**src/rtl/i2s_rx_deser.sv**
```systemverilog
// i2s_rx_deser: oversampling Philips I2S receiver.
// Synchronises BCK/WS/DATA into i_clk and assembles MSB-aligned left/right words.
// A new frame is presented with a one-cycle o_valid strobe.
// Optional peak-magnitude tracking is built only when I2S_RX_PEAK_EN is defined.
module i2s_rx_deser #(
  parameter int DATA_W      = 24,
  parameter int TIMEOUT_CYC = 255
) (
  input  logic              i_clk,
  input  logic              i_rst,
  input  logic              i_bck,
  input  logic              i_ws,
  input  logic              i_data,
`ifdef I2S_RX_PEAK_EN
  input  logic              i_peak_clr,
  output logic [DATA_W-2:0] o_peak_l,
  output logic [DATA_W-2:0] o_peak_r,
`endif
  output logic [DATA_W-1:0] o_left,
  output logic [DATA_W-1:0] o_right,
  output logic              o_valid,
  output logic              o_locked,
  output logic [5:0]        o_bits
);

  localparam int TW = $clog2(TIMEOUT_CYC + 1);

  typedef enum logic [1:0] {S_SYNC, S_LEFT, S_RIGHT} state_t;

  state_t            state_reg, state_next;
  logic [2:0]        bck_sync_reg;
  logic [1:0]        ws_sync_reg, data_sync_reg;
  logic [DATA_W-1:0] word_reg, word_next;
  logic [5:0]        bitcnt_reg, bitcnt_next;
  logic              ws_prev_reg, ws_prev_next;
  logic [TW-1:0]     tmo_reg, tmo_next;
  logic [DATA_W-1:0] left_hold_reg, left_hold_next;
  logic              have_left_reg, have_left_next;
  logic [DATA_W-1:0] left_reg, left_next, right_reg, right_next;
  logic              valid_reg, valid_next, locked_reg, locked_next;
  logic [5:0]        bits_reg, bits_next;

  logic              rise, ws_bit, data_bit;
  logic [DATA_W-1:0] bit_sel, closed_word;
  logic [5:0]        bits_inc;

  // Two-flop synchronisers; the third BCK stage exists only for edge detection.
  always_ff @(posedge i_clk) begin
    if (i_rst) begin
      bck_sync_reg  <= '0;
      ws_sync_reg   <= '0;
      data_sync_reg <= '0;
    end else begin
      bck_sync_reg  <= {bck_sync_reg[1:0], i_bck};
      ws_sync_reg   <= {ws_sync_reg[0], i_ws};
      data_sync_reg <= {data_sync_reg[0], i_data};
    end
  end

  assign rise     = bck_sync_reg[1] & ~bck_sync_reg[2];
  assign ws_bit   = ws_sync_reg[1];
  assign data_bit = data_sync_reg[1];
  assign bits_inc = (bitcnt_reg == 6'd63) ? 6'd63 : bitcnt_reg + 6'd1;

  // One-hot write position for the current bit; none set once the word is full,
  // which truncates long words while keeping their MSBs.
  genvar gi;
  generate
    for (gi = 0; gi < DATA_W; gi++) begin : g_bit_sel
      assign bit_sel[gi] = (bitcnt_reg == 6'(DATA_W - 1 - gi));
    end
  endgenerate

  assign closed_word = (word_reg & ~bit_sel) | (bit_sel & {DATA_W{data_bit}});

  // State and datapath register update.
  always_ff @(posedge i_clk) begin
    if (i_rst) begin
      state_reg     <= S_SYNC;
      word_reg      <= '0;
      bitcnt_reg    <= '0;
      ws_prev_reg   <= 1'b0;
      tmo_reg       <= '0;
      left_hold_reg <= '0;
      have_left_reg <= 1'b0;
      left_reg      <= '0;
      right_reg     <= '0;
      valid_reg     <= 1'b0;
      locked_reg    <= 1'b0;
      bits_reg      <= '0;
    end else begin
      state_reg     <= state_next;
      word_reg      <= word_next;
      bitcnt_reg    <= bitcnt_next;
      ws_prev_reg   <= ws_prev_next;
      tmo_reg       <= tmo_next;
      left_hold_reg <= left_hold_next;
      have_left_reg <= have_left_next;
      left_reg      <= left_next;
      right_reg     <= right_next;
      valid_reg     <= valid_next;
      locked_reg    <= locked_next;
      bits_reg      <= bits_next;
    end
  end

  // Next-state: bit capture and word close on BCK rise, otherwise timeout.
  always_comb begin
    state_next     = state_reg;
    word_next      = word_reg;
    bitcnt_next    = bitcnt_reg;
    ws_prev_next   = ws_prev_reg;
    tmo_next       = (tmo_reg == TW'(TIMEOUT_CYC)) ? tmo_reg : tmo_reg + TW'(1);
    left_hold_next = left_hold_reg;
    have_left_next = have_left_reg;
    left_next      = left_reg;
    right_next     = right_reg;
    valid_next     = 1'b0;
    locked_next    = locked_reg;
    bits_next      = bits_reg;
    if (rise) begin
      tmo_next = '0;
      if (ws_bit != ws_prev_reg) begin
        // WS edge: this bit is the LSB of the word that is ending.
        word_next    = '0;
        bitcnt_next  = '0;
        ws_prev_next = ws_bit;
        case (state_reg)
          S_SYNC: begin
            have_left_next = 1'b0;
            state_next     = ws_bit ? S_RIGHT : S_LEFT;
          end
          S_LEFT: begin
            if (ws_bit) begin
              left_hold_next = closed_word;
              have_left_next = 1'b1;
              state_next     = S_RIGHT;
            end
          end
          S_RIGHT: begin
            if (!ws_bit) begin
              // A right word with no preceding left word is dropped.
              if (have_left_reg) begin
                left_next   = left_hold_reg;
                right_next  = closed_word;
                bits_next   = bits_inc;
                valid_next  = 1'b1;
                locked_next = 1'b1;
              end
              state_next = S_LEFT;
            end
          end
          default: state_next = S_SYNC;
        endcase
      end else begin
        word_next   = closed_word;
        bitcnt_next = bits_inc;
      end
    end else if (tmo_reg >= TW'(TIMEOUT_CYC - 1)) begin
      // Counter reaches the threshold this cycle: stream considered dead.
      locked_next    = 1'b0;
      state_next     = S_SYNC;
      word_next      = '0;
      bitcnt_next    = '0;
      have_left_next = 1'b0;
    end
  end

  assign o_left   = left_reg;
  assign o_right  = right_reg;
  assign o_valid  = valid_reg;
  assign o_locked = locked_reg;
  assign o_bits   = bits_reg;

`ifdef I2S_RX_PEAK_EN
  logic [DATA_W-2:0] peak_l_reg, peak_r_reg, mag_l, mag_r;

  // Two's complement magnitude; the most negative code saturates to all-ones.
  function automatic logic [DATA_W-2:0] magnitude(input logic [DATA_W-1:0] s);
    logic [DATA_W-1:0] neg;
    neg = ~s + 1'b1;
    if (!s[DATA_W-1])     magnitude = s[DATA_W-2:0];
    else if (neg[DATA_W-1]) magnitude = '1;
    else                    magnitude = neg[DATA_W-2:0];
  endfunction

  assign mag_l = magnitude(left_reg);
  assign mag_r = magnitude(right_reg);

  // Peak hold; a clear coinciding with a new frame restarts from that frame.
  always_ff @(posedge i_clk) begin
    if (i_rst) begin
      peak_l_reg <= '0;
      peak_r_reg <= '0;
    end else if (valid_reg) begin
      peak_l_reg <= (i_peak_clr || mag_l > peak_l_reg) ? mag_l : peak_l_reg;
      peak_r_reg <= (i_peak_clr || mag_r > peak_r_reg) ? mag_r : peak_r_reg;
    end else if (i_peak_clr) begin
      peak_l_reg <= '0;
      peak_r_reg <= '0;
    end
  end

  assign o_peak_l = peak_l_reg;
  assign o_peak_r = peak_r_reg;
`endif

endmodule

```
**config.mk**
```make
export PLATFORM = sky130hd
export DESIGN_NAME = i2s_rx_deser
export DESIGN_NICKNAME = d
export VERILOG_FILES = /design/src/rtl/i2s_rx_deser.sv
export SDC_FILE = /design/constraint.sdc
export NUM_CORES = 1
export LEC_CHECK = 0
export ABC_CLOCK_PERIOD_IN_PS = 1700
export CORE_UTILIZATION = 42
export DETAILED_ROUTE_END_ITERATION = 8
export GPL_TIMING_DRIVEN = 0
export PLACE_DENSITY = 0.7
export SETUP_SLACK_MARGIN = 0.5
export SYNTH_ARGS = -nofsm -noshare
export SYNTH_HDL_FRONTEND = slang
export SYNTH_SLANG_ARGS = --single-unit
```
**constraint.sdc**
```tcl
create_clock -name i_clk -period 1.7 [get_ports i_clk]
set_input_delay 0.34 -clock i_clk [delete_from_list [all_inputs] [get_ports i_clk]]
set_output_delay 0.34 -clock i_clk [all_outputs]
set_load 0.05 [all_outputs]
```
==> summary.json, run 1 <==
{
  "run_status": "complete, but fails checks",
  "failed_checks": "negative setup slack",
  "cts_inserted_buffers": 17,
  "die_w_um": 116.1,
  "period_share_pct": 115.8,
  "seq_area_frac_synth_pct": 47.20,
  "cell_type_with_the_highest_aggregate_area_in_the_netlist": "sky130_fd_sc_hd__dfxtp_1",
  "grt_start_max_net_pins": 17,
  "critPathRequiredTime_ps": 1990,
  "synth_compound_gate_area_share_pct": 20.88,
  "drive_above_1_share_pct": 61.71,
  "drtPass1Iterations": 7,
  "post_synth_inst_count": 647,
  "postSynthNetCount": 658,
  "htree_num_levels": 4,
  "synth-main-ff-cell": "sky130_fd_sc_hd__dfxtp_1",
  "nets": 839,
  "setup-violations-final": 31,
  "clk_transition_reported_paths_ps": 60,
  "post_synth_mux_area_share_pct": 4.391,
  "final_hold_viol_count": 0,
  "cts.path.max_buffers": 2,
  "initialDrtViolationCount": 649,
  "io_buffer_count": 60,
  "power.density_cell_area_nw_per_um2": 727.2,
  "synth_top_family_by_area": "compound AO/OA/AOI/OAI gates",
  "timing.critical_path.arrival_ps": 2260,
  "grt_antenna_before_repair": 0,
  "dp_hpwl_um": 10670,
  "instances_no_fill": 1013,
  "fin_skew_ps": 11.12,
  "achievable-frequency_mhz": 507.9,
  "ir_worst_vdd_v": 0.0007025,
  "setup_crit_path_kind": "reg2reg",
  "synth_adder_area_share_pct": 1.372,
  "drc_errors": 0,
  "track_usage_pct": 28.48,
  "final-seq-area_um2": 2686,
  "wire_length_of_the_first_global_routing_pass_um": 28580,
  "place.gp.congestion": 0.8871,
  "routed_via_density": 6.124,
  "die_height_um": 116.1,
  "syn_avg_cell_area_um2": 8.457,
  "holdCritPathClass": "reg2reg",
  "layout_setup_ws_ps": -268.8,
  "final_antenna_net_count": 0,
  "tightestPinTransition_ps": 702.0,
  "post-place-cells": 879,
  "rsz_0062_raised_after_global_routing": "true",
  "hold_slack_ps": 437.1,
  "synth_area_leaders": "sky130_fd_sc_hd__dfxtp_1, sky130_fd_sc_hd__a211oi_1, sky130_fd_sc_hd__a21oi_1",
  "cts.root.buffer_cell": "sky130_fd_sc_hd__clkbuf_16",
  "yosys_warnings": 0,
  "initial_core_util_pct": 43.18,
  "ys_async_sr_fraction_pct": 0,
  "critical_path.max_stage_delay_ps": 380,
  "critical_path_peak_fanout": 7,
  "tritoncts": "built",
  "synth_area_um2": 5471,
  "critPathLaunch": "state_reg[1]$_SDFFE_PP0P_",
  "synth.most_common_cell": "sky130_fd_sc_hd__dfxtp_1",
  "multi_input_comb_area_um2": 3682,
  "worst_hold_path.endpoint": "data_sync_reg[1]$_SDFF_PP0_",
  "max_cap_violations": 0,
  "cell_breakdown_of_the_critical_path": "buf_6, nand3_4, buf_4, nor4_4, buf_6, buf_12, buf_6, nor2_1, a211oi_1",
  "clk_sinks": 129,
  "fp.dieArea_um2": 13490,
  "floorplan_core_area_um2": 12670,
  "filler_instances": 694,
  "timing.slew.headroom_pct": 53.20,
  "syn2layout_area_growth_pct": 82.12,
  "antennaDiodeCount": 0,
  "synth_top_area_share_pct": 47.20,
  "grt-ovfl-total": 0,
  "rr_endpoint": "o_right[6]$_SDFFE_PP0P_",
  "synth_enable_flop_cells": 0,
  "rows": 41,
  "min_delay_path_depth": 1,
  "type_of_origin_of_the_critical_path": "flip-flop",
  "totalWireLength_um": 23630,
  "synth.lib_cells_used.distinct": 45,
  "clock_insertion_delay_worst_skew_ps": 430,
  "max_transition_viols_final": 0,
  "hold_path_startpoint": "data_sync_reg[0]$_SDFF_PP0_",
  "crit-reg2reg-launch": "state_reg[1]$_SDFFE_PP0P_",
  "finalWorstPathRequiredPeriod_ps": 1969,
  "synth-seq-cells": 129,
  "yosys.area_share.simple_pct": 18.91,
  "top_post_synthesis_cells_by_count": "sky130_fd_sc_hd__dfxtp_1, sky130_fd_sc_hd__nand2_1, sky130_fd_sc_hd__a211oi_1",
  "setup.worst_path.end_class": "flip-flop",
  "leakage_nw": 3.618,
  "holdBufCountCts": 0,
  "synth_xor_area_share_pct": 1.098,
  "rr_worst_depth": 9,
  "detailroute.via_count": 6204,
  "floorplan.io_pins": 61,
  "grt_pass1_vias": 5504,
  "crit_path_frequent_cell": "sky130_fd_sc_hd__buf_6",
  "reg2reg_setup_slack_ps": -270,
  "critical-path-slowest-cell": "sky130_fd_sc_hd__a211oi_1",
  "post_drt_wl_per_cell_um": 23.33
}
==> report_power, final <==
part | internal [mW] | switching, mW | total, mW
clock network | 2.28 | 1.48 | 3.76
logic | 0.168 | 0.269 | 0.437
registers | 3.03 | 0.0178 | 3.05
total | 5.48 | 1.76 | 7.25
==> cell type report <==
class                           instances  area share, %
Buffer                                 68          7.873
Clock buffer                           21          4.721
Clock inverter                         11          1.293
Inverter                                6         0.2511
Multi-Input combinational cell        444          36.95
Sequential cell                       129          26.96
Tap cell                              172          2.160
Timing Repair Buffer                  162          19.79
==> per-stage QoR <==
| stage | utilization (%) | power, mW | TNS (ps) | setup slack (ps) | area (um2) |
|---|---|---|---|---|---|
| floorplan | - | 3.270 | 0 | 134.8 | 5772 |
| global placement | 51.99 | 3.342 | -36850 | -547.5 | 6588 |
| detailed placement | 51.99 | 3.350 | -39330 | -570.8 | 6588 |
| CTS | 68.48 | 7.051 | 0 | 8.229 | 8677 |
| global route | 78.64 | 7.393 | -2488 | -245.8 | 9965 |
| finish | 78.64 | 7.246 | -1029 | -268.8 | 9965 |
==> routing by layer <==
| metal | vias to the layer above | track usage (%) | part of all wire [%] |
|---|---|---|---|
| met1 | 2998 | 32.85 | 36 |
| met3 | 133 | 7.317 | 8.4 |
| met5 | - | 0 | 0 |
| met4 | 0 | 14.10 | 6.2 |
| li1 | 2642 | - | - |
| met2 | 431 | 49.09 | 50 |
==> worst max path at each step <==
stage	cells past startpoint	to	slack (ps)
2_1_floorplan	7	o_bits[0]$_SDFFE_PP0P_	130
3_3_place_gp	4	o_bits[5]$_SDFFE_PP0P_	-550
3_5_place_dp	4	left_hold_reg[4]$_SDFFE_PP0P_	-570
4_1_cts	7	o_bits[1]$_SDFFE_PP0P_	8
5_1_grt	9	o_right[6]$_SDFFE_PP0P_	-250
6_report	9	o_right[6]$_SDFFE_PP0P_	-270
==> placed cells by master (no fill, tap or decap), types with 4 or more instances in the layout <==
master	netlist	layout
sky130_fd_sc_hd__a211oi_1	73	14
sky130_fd_sc_hd__a211oi_2	0	51
sky130_fd_sc_hd__a211oi_4	0	8
sky130_fd_sc_hd__a21oi_1	66	48
sky130_fd_sc_hd__a21oi_2	0	17
sky130_fd_sc_hd__buf_12	0	10
sky130_fd_sc_hd__buf_16	0	4
sky130_fd_sc_hd__buf_4	2	56
sky130_fd_sc_hd__buf_6	2	53
sky130_fd_sc_hd__buf_8	0	70
sky130_fd_sc_hd__clkbuf_1	35	5
sky130_fd_sc_hd__clkbuf_16	0	23
sky130_fd_sc_hd__clkbuf_2	1	8
sky130_fd_sc_hd__clkbuf_4	0	8
sky130_fd_sc_hd__clkbuf_8	0	7
sky130_fd_sc_hd__dfxtp_1	129	62
sky130_fd_sc_hd__dfxtp_2	0	59
sky130_fd_sc_hd__dfxtp_4	0	8
sky130_fd_sc_hd__inv_1	6	4
sky130_fd_sc_hd__mux2i_1	24	7
sky130_fd_sc_hd__mux2i_2	0	12
sky130_fd_sc_hd__mux2i_4	0	5
sky130_fd_sc_hd__nand2_1	84	57
sky130_fd_sc_hd__nand2_2	0	17
sky130_fd_sc_hd__nand2_4	0	10
sky130_fd_sc_hd__nand3_1	32	30
sky130_fd_sc_hd__nor2_1	64	44
sky130_fd_sc_hd__nor2_2	0	6
sky130_fd_sc_hd__nor2_4	0	14
sky130_fd_sc_hd__nor2b_1	13	13
sky130_fd_sc_hd__nor3_4	0	5
sky130_fd_sc_hd__o21ai_1	7	9
sky130_fd_sc_hd__o21ai_2	0	20
==> cell families (layout without fill, tap and decap cells) <==
logic type	count (synthesis)	in the layout
fa+ha+maj	6	6
simple gates	224	224
mux	24	24
buf+inv	74	268
compound gates	184	184
xor+xnor	6	6
flops	129	129
==> worst max-delay path, delay by kind of cell, from the launching register on <==
| kind | cells | cell delay (ps) |
|---|---|---|
| AOI/OAI and AO/OA | 1 | 380 |
| buffers and inverters | 5 | 730 |
| DFF | 1 | 350 |
| and+or+nand+nor | 3 | 360 |
==> timing repair <==
action,in CTS,in global routing
gates cloned,11,2
pin swaps,79,79
setup endpoints to repair,176,184
resized for setup,641,270
buffers inserted,57,32
Note: power is estimated with default switching activity, not from simulation.
==> run 2: changes to the inputs <==
SLEW_MARGIN = 20   (was not set)
==> results of run 2 <==
The final DEF is identical to that of run 1; final timing and power are the same.
